File: src/rtl/fpga_input_debounce.sv
// Purpose : synchronise and debounce board switches and the single-step button; emit edge pulses, step requests and a sample tick.
// Latency : 2-flop synchroniser, then a level change needs STABLE_SAMPLES agreeing tick samples (worst case 2 + STABLE_SAMPLES*TICK_CYCLES cycles).
// Backpress: none; free-running, every output is a level or a one-cycle pulse. Optional build macro: AUTOREPEAT_EN (hold-to-repeat step).
module fpga_input_debounce #(
    parameter int SW_WIDTH       = 8,
    parameter int TICK_CYCLES    = 1_000_000,
    parameter int STABLE_SAMPLES = 3,
    parameter int HOLD_TICKS     = 25,
    parameter int REPEAT_TICKS   = 5
) (
    input  logic                iClk,
    input  logic                iRst,
    input  logic [SW_WIDTH-1:0] iSwitch,
    input  logic                iStepBtn,
    output logic [SW_WIDTH-1:0] oSwitch,
    output logic [SW_WIDTH-1:0] oSwRise,
    output logic [SW_WIDTH-1:0] oSwFall,
    output logic                oStep,
    output logic                oTick
);

    // The step button is debounced as one extra bit on top of the switches.
    localparam int NB     = SW_WIDTH + 1;
    localparam int BTN    = SW_WIDTH;
    localparam int HIST   = STABLE_SAMPLES - 1;
    localparam int CNT_W  = (TICK_CYCLES > 1) ? $clog2(TICK_CYCLES) : 1;
    localparam logic [CNT_W-1:0] TICK_LAST = CNT_W'(TICK_CYCLES - 1);

    // Step FSM encoding; kept as plain constants for compatibility with older tools.
    localparam logic [1:0] ST_IDLE    = 2'd0;
    localparam logic [1:0] ST_PRESSED = 2'd1;
`ifdef AUTOREPEAT_EN
    localparam logic [1:0] ST_REPEAT  = 2'd2;
    localparam int RPT_MAX = (HOLD_TICKS > REPEAT_TICKS) ? HOLD_TICKS : REPEAT_TICKS;
    localparam int RPT_W   = $clog2(RPT_MAX + 1);
    localparam logic [RPT_W-1:0] HOLD_LAST   = RPT_W'(HOLD_TICKS - 1);
    localparam logic [RPT_W-1:0] REPEAT_LAST = RPT_W'(REPEAT_TICKS - 1);
`endif

    logic [NB-1:0]    syncMeta;
    logic [NB-1:0]    syncOut;
    logic [CNT_W-1:0] tickCount;
    logic             tickNow;
    logic [NB-1:0]    sampleHist [HIST];   // index 0 holds the most recent stored sample
    logic [NB-1:0]    level;
    logic [NB-1:0]    winOnes;
    logic [NB-1:0]    winZeros;
    logic [NB-1:0]    riseSet;
    logic [NB-1:0]    fallSet;
    logic             btnRise;
    logic             btnFall;
    logic [1:0]       stepState;
`ifdef AUTOREPEAT_EN
    logic [RPT_W-1:0] rptCount;
`endif

    // Two-flop synchroniser for all asynchronous pins.
    always_ff @(posedge iClk or posedge iRst) begin
        if (iRst) begin
            syncMeta <= '0;
            syncOut  <= '0;
        end else begin
            syncMeta <= {iStepBtn, iSwitch};
            syncOut  <= syncMeta;
        end
    end

    // The sample edge is the clock edge on which the counter sits at its last value.
    assign tickNow = (tickCount == TICK_LAST);

    // Free-running tick counter; the registered tick appears together with the level updates it causes.
    always_ff @(posedge iClk or posedge iRst) begin
        if (iRst) begin
            tickCount <= '0;
            oTick     <= 1'b0;
        end else begin
            oTick <= tickNow;
            if (tickNow) begin
                tickCount <= '0;
            end else begin
                tickCount <= tickCount + 1'b1;
            end
        end
    end

    // Candidate window = stored samples plus the current synchronised value; decide level changes.
    always_comb begin
        winOnes  = syncOut;
        winZeros = ~syncOut;
        for (int i = 0; i < HIST; i++) begin
            winOnes  = winOnes  & sampleHist[i];
            winZeros = winZeros & ~sampleHist[i];
        end
        riseSet = {NB{tickNow}} & winOnes  & ~level;
        fallSet = {NB{tickNow}} & winZeros &  level;
    end

    // Sample history shifts only on ticks, so a disagreeing sample breaks the run until it ages out.
    always_ff @(posedge iClk or posedge iRst) begin
        if (iRst) begin
            for (int i = 0; i < HIST; i++) begin
                sampleHist[i] <= '0;
            end
        end else if (tickNow) begin
            sampleHist[0] <= syncOut;
            for (int i = 1; i < HIST; i++) begin
                sampleHist[i] <= sampleHist[i-1];
            end
        end
    end

    // Debounced levels and their one-cycle edge pulses; rise and fall are mutually exclusive per bit.
    always_ff @(posedge iClk or posedge iRst) begin
        if (iRst) begin
            level   <= '0;
            oSwRise <= '0;
            oSwFall <= '0;
        end else begin
            level   <= (level | riseSet) & ~fallSet;
            oSwRise <= riseSet[SW_WIDTH-1:0];
            oSwFall <= fallSet[SW_WIDTH-1:0];
        end
    end

    assign oSwitch = level[SW_WIDTH-1:0];
    assign btnRise = riseSet[BTN];
    assign btnFall = fallSet[BTN];

`ifdef AUTOREPEAT_EN
    // Step FSM with hold-to-repeat: one pulse on press, then after HOLD_TICKS, then every REPEAT_TICKS; release wins.
    always_ff @(posedge iClk or posedge iRst) begin
        if (iRst) begin
            stepState <= ST_IDLE;
            rptCount  <= '0;
            oStep     <= 1'b0;
        end else begin
            oStep <= 1'b0;
            case (stepState)
                ST_IDLE: begin
                    rptCount <= '0;
                    if (btnRise) begin
                        stepState <= ST_PRESSED;
                        oStep     <= 1'b1;
                    end
                end
                ST_PRESSED: begin
                    if (btnFall) begin
                        stepState <= ST_IDLE;
                        rptCount  <= '0;
                    end else if (tickNow) begin
                        if (rptCount == HOLD_LAST) begin
                            stepState <= ST_REPEAT;
                            rptCount  <= '0;
                            oStep     <= 1'b1;
                        end else begin
                            rptCount <= rptCount + 1'b1;
                        end
                    end
                end
                ST_REPEAT: begin
                    if (btnFall) begin
                        stepState <= ST_IDLE;
                        rptCount  <= '0;
                    end else if (tickNow) begin
                        if (rptCount == REPEAT_LAST) begin
                            rptCount <= '0;
                            oStep    <= 1'b1;
                        end else begin
                            rptCount <= rptCount + 1'b1;
                        end
                    end
                end
                default: begin
                    stepState <= ST_IDLE;
                    rptCount  <= '0;
                end
            endcase
        end
    end
`else
    // Two-state step FSM: exactly one pulse per debounced press, nothing on hold or release.
    always_ff @(posedge iClk or posedge iRst) begin
        if (iRst) begin
            stepState <= ST_IDLE;
            oStep     <= 1'b0;
        end else begin
            oStep <= 1'b0;
            case (stepState)
                ST_IDLE: begin
                    if (btnRise) begin
                        stepState <= ST_PRESSED;
                        oStep     <= 1'b1;
                    end
                end
                ST_PRESSED: begin
                    if (btnFall) begin
                        stepState <= ST_IDLE;
                    end
                end
                default: stepState <= ST_IDLE;
            endcase
        end
    end
`endif

endmodule

File: config.mk
export PLATFORM = sky130hd
export DESIGN_NAME = fpga_input_debounce
export DESIGN_NICKNAME = d
export VERILOG_FILES = /design/src/rtl/fpga_input_debounce.sv
export SDC_FILE = /design/constraint.sdc
export NUM_CORES = 1
export LEC_CHECK = 0
export ABC_AREA = 1
export CAP_MARGIN = 20
export CORE_ASPECT_RATIO = 0.6
export CORE_UTILIZATION = 50
export DETAILED_ROUTE_END_ITERATION = 10
export PLACE_DENSITY_LB_ADDON = 0.15
export SYNTH_ARGS = -nofsm -noshare
export SYNTH_HDL_FRONTEND = slang
export SYNTH_SLANG_ARGS = --single-unit
File: constraint.sdc
create_clock -name iClk -period 6.1 [get_ports iClk]
set_input_delay 1.22 -clock iClk [delete_from_list [all_inputs] [get_ports iClk]]
set_output_delay 1.22 -clock iClk [all_outputs]
set_load 0.05 [all_outputs]
# Word-level counts from Yosys, hierarchy flattened
# Index checks and enable logic that the tools add are counted.
[totals]
regBits = 85
in_bits = 11
elab_cells = 39
out_inout_bits = 26
[classes]
bitwise = 15
mux = 6
reduce_logical = 2
n_eq_ne = 4
n_addsub = 1
[ops]
columns = ["op", "n"]
rows = [
  ["$and A9 B9 Y9", 9],
  ["$not A9 Y9", 5],
  ["$add A20 B1 Y20 const B", 1],
  ["$eq A20 B20 Y1 const B", 1],
  ["$mux W20", 1],
  ["$or A9 B9 Y9", 1],
  ["$mux W2", 2],
  ["$ne A2 B2 Y1 const B", 2],
  ["$pmux W2 S2", 1],
  ["$eq A2 B1 Y1 const B", 1],
  ["$logic_not A2 Y1", 1],
  ["$mux W1", 2],
  ["$reduce_and A2 Y1", 1],
]

# Logic depth before layout (Yosys ltp)
# Gate-level depths: netlist of the first run.
[depth]
word_depth = 7
mapped_depth = 9
mapped_depth_nobuf = 8

# Worst setup path after synthesis of the first run
# Ideal clock, no wire load.
[synth_timing]
kind = "flip-flop to output port"
start = "register oStep"
end = "output oStep"
t_arrival_ps = 586
path_stages_with_launch = 1
n_path_buf = 0
required_time_ps = 4880
setup_slack_ps = 4294
cell_sequence = "dfrtp_1"
[synth_rtl]
columns = ["item", "line_no", "text"]
rows = [
  ["start, declared", "18", "output logic oStep,"],
  ["start signal, assigned", "185", "oStep <= 1'b0;"],
  ["start signal, assigned", "187", "oStep <= 1'b0;"],
  ["start signal, assigned", "192", "oStep <= 1'b1;"],
]
# No word-level cell between the ends.

# Worst setup path in the final report of the first run
[layout_timing]
start = "register level[0]"
end = "output oSwitch[0]"
[layout_rtl]
columns = ["item", "line_no", "text"]
rows = [
  ["start, declared", "45", "logic [NB-1:0] level;"],
  ["start signal, assigned", "119", "level <= (level | riseSet) & ~fallSet;"],
  ["end, declared", "15", "output logic [SW_WIDTH-1:0] oSwitch,"],
]
# No word-level cell between the ends.

==> run summary, run 1 <==
* 3 — depth of the CTS H-tree
* 397 — Mapped Cells
* 0 — leftover overflow at the end of global routing
* 0.8814 mW — internal power summed over all cells
* 2550 — via count
* 507 — cell count after placement
* 9.840% — proportion of layout cells with a drive suffix above 1
* 2321 — via count of the first global-routing pass
* sky130_fd_sc_hd__clkdlybuf4s50_1 — cell with the largest stage delay on the worst path
* 111.4 µm — width of the chip
* 25 — number of distinct library cells after synthesis
* 84 — synthesized flop and latch total
* 9 — number of remaining DRC errors
* 0 — MaxCap Viol Count
* sky130_fd_sc_hd__clkbuf_16 — clock tree root driver cell
* 46.5% — Clock power frac
* 524 — post-route non-filler standard cell count
* finished with violations — outcome
* 0 ps — accumulated negative setup slack
* 0.002102 mm² — register area
* 0.001137 mm² — multi-input logic area
* 2 — Max Buffers Root-to-Sink
* 0 — number of pins with negative max-slew slack in the final report
* 0 — antenna violations before repair
* 58.60% — portion of the post-synthesis area used by sequential elements
* 554 — total of fill cells in the finished design
* 0.3574 GHz — upper clock frequency limit
* 444 — Final nets
* 85 — maximum number of pins on one net before global-route repair
* 0 — DRT antenna net count
* 0 — Resized Gates After CTS
* 160 — Iter 0 DRT Violations
* 60 ps — clock input transition at the sequential cells of the worst setup and hold paths
* 40.40% — slew margin rel.
* 4.866 — routed vias/inst
* 0.003587 mm² — cell area after synthesis
* reg2reg — hold crit path type
* 62.79% — utilization after layout
* sky130_fd_sc_hd__dfrtp_1 — most common cell after layout, fill and taps aside
* 7 — DRT Pass-1 Iters
* 19.00% — Global Route Usage Sum
* 1 — CP bufs+invs
* yes — TritonCTS clock tree
* 52.82% — starting utilization of the core area
* no — setup repair after global routing missed its margin
* 2798 ps — post-route minimum period
* 0.006792 mm² — core region area
* 6319 µm — total wire length
* 9.036 µm² — syn avg cell area
* 3302 ps — post-route worst setup slack
* 9 — cts bufs inserted
* 2.1% — Combinational Power Share
* 409 — Synthesized Nets
* 3500 ps — worst-case setup slack after placement
* 20.12% — Sw Ratio
* 0 — Final Hold Fails
* reg2out — critical path start-end classification
* 36 — # port buffers
* 84 — number of clock sinks
* 37 — I/O pin cnt
* 23 — Placement Rows
* 0.2220 mW — net switching power figure
* 0 — Post-CTS Setup Inserts
* 892.0 ps — transition time at the pin with the least slew margin
* buffers and inverters — CP top delay family
* sky130_fd_sc_hd__dfrtp_1 (84), sky130_fd_sc_hd__nand2_1 (78), sky130_fd_sc_hd__inv_1 (58) — most used cells in the layout excluding fill and tap cells
* 67.61 µm — die height
* 45.87% — period utilisation layout
* clkdlybuf4s50_1 — worst path cell trace
* flip-flop — Setup crit start kind
* 18.87% — layout-stage area growth over the synthesis result
* 12.06 µm — Routed wire per std cell
* 0.8950 — Final Wtd Congestion
* 830 ps — peak per-stage delay on the critical path
* 330 ps — clock latency on the worst-skew pair
* 4176 µm — total half-perimeter wirelength after legalization and detailed placement
* primary output — sort of element at the end of the critical path
* 10780 µm — first-pass GRT wire length
* 0 — CTS hold repair buffers
* 4 — highest net fanout along the worst path
* 1580 ps — endpoint arrival time on the critical path
* 2.032 nW — static power due to leakage
* 51.4% — proportion of power drawn by flip-flops and latches
* 4.409 ps — final worst clock skew
* 0 — Final Setup Violations
* 258.8 mW/mm² — Pwr Density
* 0 — n_diodes
* 4880 ps — Required @ worst endpoint
* design-rule violations — failing checks
* 0.007528 mm² — die area
* 0.2073 mV — worst-case vdd ir drop
* 0 — number of synthesis warnings
[kinds of logic (layout without fill, tap and decap cells)]
| group | Yosys count | after routing | share of synthesized area (%) |
|---|---|---|---|
| flip-flops | 84 | 84 | 58.60 |
| XOR/XNOR | 6 | 6 | 1.465 |
| buffers and inverters | 75 | 115 | 9.696 |
| adder cells (fa/ha/maj) | 1 | 1 | 0.3487 |
| AO/OA/AOI/OAI | 34 | 34 | 4.744 |
| AND/OR/NAND/NOR | 197 | 197 | 25.15 |
[synthesized netlist by cell type]
master	instances	area [µm²]
sky130_fd_sc_hd__dfrtp_1	84	2102
sky130_fd_sc_hd__nand2_1	78	292.8
sky130_fd_sc_hd__inv_1	59	221.5
sky130_fd_sc_hd__nor2_1	56	210.2
sky130_fd_sc_hd__o21ai_0	25	125.1
sky130_fd_sc_hd__nand3_1	21	105.1
sky130_fd_sc_hd__nor3_1	12	60.06
sky130_fd_sc_hd__nor2_2	9	56.30
sky130_fd_sc_hd__buf_4	8	60.06
sky130_fd_sc_hd__nand3_2	8	80.08
sky130_fd_sc_hd__a21oi_1	5	25.02
sky130_fd_sc_hd__nand4_1	5	31.28
sky130_fd_sc_hd__xor2_1	5	43.79
sky130_fd_sc_hd__o21ai_1	4	20.02
sky130_fd_sc_hd__buf_6	3	33.78
sky130_fd_sc_hd__nand2_2	3	18.77
sky130_fd_sc_hd__buf_2	2	10.01
sky130_fd_sc_hd__inv_2	2	7.510
sky130_fd_sc_hd__nor2_4	2	22.52
sky130_fd_sc_hd__buf_8	1	15.01
sky130_fd_sc_hd__ha_1	1	12.51
sky130_fd_sc_hd__nand3b_1	1	7.510
sky130_fd_sc_hd__nor3_2	1	10.01
sky130_fd_sc_hd__nor3b_1	1	7.510
sky130_fd_sc_hd__xnor2_1	1	8.760
[final timing paths]
check,from,to,cells after the start,slack [ps]
max,level[0],oSwitch[0],1,3300
min,syncMeta[1],syncOut[1],0,350
max reg2reg,tickCount[0],oStep,7,3930
min reg2reg,syncMeta[1],syncOut[1],0,350
max in group asynchronous,iRst,tickCount[19],4,4310
min in group asynchronous,iRst,tickCount[3],3,1220
[per-layer routing]
metal | track usage [%] | vias up | wire length, µm
li1 | - | 1295 | -
met1 | 25.98 | 1190 | 3185
met2 | 27.73 | 60 | 2704
met3 | 6.373 | 5 | 370
met4 | 8.446 | 0 | 59
met5 | 0 | - | 0
[cell type report]
cell class / count / area share, %
sequential: 84 / 49.30
clock inverter: 3 / 0.4695
timing repair buffer: 38 / 9.272
tap: 87 / 2.553
multi-input combinational: 238 / 26.67
inverter: 61 / 5.399
clock buffer: 13 / 6.338
[metrics by stage]
stage          hold WS [ps]  power [mW]  area [µm²]
3_5_place_dp          335.5      0.5995        3946
2_1_floorplan         331.2      0.5883        3587
6_report              348.7       1.103        4264
5_1_grt               351.5       1.145        4264
3_3_place_gp          333.5      0.5993        3946
4_1_cts               349.1       1.122        4237
[registers in the layout, indices dropped and copies added, names as in the netlist]
register,count
stepState,1
sampleHist,18
level,9
syncMeta,9
syncOut,9
oStep,1
tickCount,20
oTick,1
oSwFall,8
oSwRise,8
[power by group through the flow]
stage                     clock [mW]  combinational (mW)  sequential [mW]
final                          0.513              0.0235            0.567
after global routing           0.550              0.0271            0.567
after CTS                      0.533              0.0225            0.567
after detailed placement           0              0.0223            0.577
after global placement             0              0.0223            0.577
after floorplan                    0              0.0122            0.576
Note: power is estimated with default switching activity, not from simulation.
==> run 2, diff against run 1 <==
clock period = 2.7 ns   (was 6.1 ns; I/O delays follow)
==> run 2 against run 1 <==
Net effect:
- the flow still finishes with violations (design-rule violations)
- flip-flop and latch count did not move
- largest power group is now clock
- sequential power rose by 130%
- wire length rose by 0.85%
- highest routed layer unchanged
==> run summary, run 2 (same netlist as run 1, synthesis figures left out) <==
* 2.640 mW — total power, +140%
* 8.903 ps — final worst clock skew, +4.494 ps
* 0 — number of pins with negative max-slew slack in the final report, unchanged
* 8 — worst r2r path cells, +1
* reg2reg — hold crit path type
* 2536 — via count, -0.55%
* 2339 — via count of the first global-routing pass, +0.78%
* 0 — Resized Gates After CTS, unchanged
* 60 ps — clock input transition at the sequential cells of the worst setup and hold paths, about the same
* 805.9 ps — worst-case setup slack after placement, -2694 ps
* 0 — DRT antenna net count, unchanged
* 0.004308 mm² — summed area of non-filler cells in the final layout, +1.0%
* 1 — CP bufs+invs, unchanged
* design-rule violations — failing checks
* finished with violations — outcome
* 525 — post-route non-filler standard cell count, +0.19%
* 612.8 mW/mm² — Pwr Density, +140%
* 1 — path length in cells of the critical path, unchanged
* 2090 ps — post-route minimum period
* 19.41% — Global Route Usage Sum, +0.41 points
* sky130_fd_sc_hd__clkdlybuf4s50_1 — cell with the largest stage delay on the worst path
* 3 — depth of the CTS H-tree, unchanged
* no — setup repair after global routing missed its margin
* 8 — DRT Pass-1 Iters, +1
* 0 — CTS hold repair buffers, unchanged
* 35 — maximum number of pins on one net before global-route repair, -59%
* 48.5% — proportion of power drawn by flip-flops and latches, -2.9 points
* 610.4 ps — post-route worst setup slack, -2691 ps
* 52.82% — starting utilization of the core area, unchanged
* 0 — Post-CTS Setup Inserts, unchanged
* 0 — antenna violations before repair, unchanged
* 111.4 µm — width of the chip, unchanged
* 67.61 µm — die height, unchanged
* 4 — highest net fanout along the worst path, unchanged
* 820 ps — peak per-stage delay on the critical path, about the same
* 4.830 — routed vias/inst, -0.74%
* 0.4786 GHz — upper clock frequency limit
* 0 — leftover overflow at the end of global routing, unchanged
* 6373 µm — total wire length, +0.85%
* 0.5653 mV — worst-case vdd ir drop, +170%
* 9 — cts bufs inserted, unchanged
* 340 ps — clock latency on the worst-skew pair, about the same
* sky130_fd_sc_hd__clkbuf_16 — clock tree root driver cell
* 0.8525 — Final Wtd Congestion, -4.7%
* 0.003989 mm² — total cell area at the placement stage, +1.1%
* 84 — number of clock sinks, unchanged
* 20 — number of flip-flops under the largest register name, unchanged
* buffers and inverters — CP top delay family
* 37 — I/O pin cnt, unchanged
* 49.4% — Clock power frac, +2.9 points
* primary output — sort of element at the end of the critical path
* 542.1 ps — transition time at the pin with the least slew margin, -349.9 ps
* 20.09% — layout-stage area growth over the synthesis result
* reg2out — critical path start-end classification
* 0 — Final Hold Fails, unchanged
* 36 — # port buffers, unchanged
* 9.817% — proportion of layout cells with a drive suffix above 1, -0.022 points
* 2160 ps — Required @ worst endpoint, -2720 ps
* 2.050 nW — static power due to leakage, +0.88%
* 0.5110 mW — net switching power figure, +130%
* 63.43% — utilization after layout, +0.64 points
* 0 — Final Setup Violations, unchanged
* 12.14 µm — Routed wire per std cell, +0.66%
* 4416 µm — total half-perimeter wirelength after legalization and detailed placement, +5.7%
* 10920 µm — first-pass GRT wire length, +1.2%
* 23 — Placement Rows, unchanged
* 19.35% — Sw Ratio, -0.77 points
* clkdlybuf4s50_1 — worst path cell trace
* 63.78% — slew margin rel., +23 points
* 194 — Iter 0 DRT Violations, +21%
* 77.39% — period utilisation layout
* 0 — Hold Path Depth, unchanged
* 445 — Final nets, +0.23%
* 509 — cell count after placement, +0.39%
* 1550 ps — endpoint arrival time on the critical path, -30 ps
* 349.2 ps — worst hold-check slack, +0.5180 ps
* 4 — number of remaining DRC errors, -5
* 2 — Max Buffers Root-to-Sink, unchanged
* 575 — total of fill cells in the finished design, +3.8%
* 0.006792 mm² — core region area, unchanged
* 0.007528 mm² — die area, unchanged
* 0 — MaxCap Viol Count, unchanged
* sky130_fd_sc_hd__dfrtp_1 — most common cell after layout, fill and taps aside
* sky130_fd_sc_hd__dfrtp_1 (84), sky130_fd_sc_hd__nand2_1 (78), sky130_fd_sc_hd__inv_1 (58) — most used cells in the layout excluding fill and tap cells
* yes — TritonCTS clock tree
* 0 ps — accumulated negative setup slack, unchanged
* tickCount — largest register by flop count
* 2.1% — Combinational Power Share, about the same
* flip-flop — Setup crit start kind
* 2.129 mW — internal power summed over all cells, +140%
* 0 — n_diodes, unchanged
* tickCount (20), sampleHist (18) — Top Registers
-- run 2: changes by cell type in the layout (fill, tap and decap cells not counted) --
cell / delta
sky130_fd_sc_hd__buf_12: +2
sky130_fd_sc_hd__bufinv_16: +2
sky130_fd_sc_hd__buf_16: -1
sky130_fd_sc_hd__clkinv_2: -1
sky130_fd_sc_hd__clkbuf_8: -2
sky130_fd_sc_hd__clkbuf_1: +1
-- run 2: power by group through the flow --
stage,Clock [mW],Sequential (mW),Combinational [mW]
finish,1.30,1.28,0.0551
global route,1.39,1.28,0.0637
CTS,1.34,1.28,0.0576
detailed placement,0,1.30,0.0573
global placement,0,1.30,0.0571
floorplan,0,1.30,0.0278
-- run 2: metal layers --
| layer | part of all wire, % | up-vias | track usage, % | wire length (µm) |
|---|---|---|---|---|
| met2 | 42 | 66 | 28.83 | 2677 |
| li1 | - | 1295 | - | - |
| met5 | 0 | - | 0 | 0 |
| met3 | 5.6 | 4 | 6.194 | 360 |
| met1 | 51 | 1171 | 26.21 | 3277 |
| met4 | 0.89 | 0 | 9.122 | 57 |
-- run 2: cell type report --
cell class,count,area (µm²),share of cell area (%)
clock inverter,4,72.57,1.685
clock buffer,12,246.5,5.722
tap,87,108.9,2.527
multi-input combinational,238,1137,26.40
inverter,61,232.7,5.402
timing repair buffer,39,407.9,9.468
sequential,84,2102,48.79
-- run 2: path summary, 6_finish.rpt --
kind	from	endpoint	slack (ps)
max	level[0]	oSwitch[0]	610
min	syncMeta[6]	syncOut[6]	350
max reg2reg	tickCount[0]	level[2]	780
min reg2reg	syncMeta[6]	syncOut[6]	350
max in group asynchronous	iRst	oSwFall[2]	1580
min in group asynchronous	iRst	syncOut[7]	590
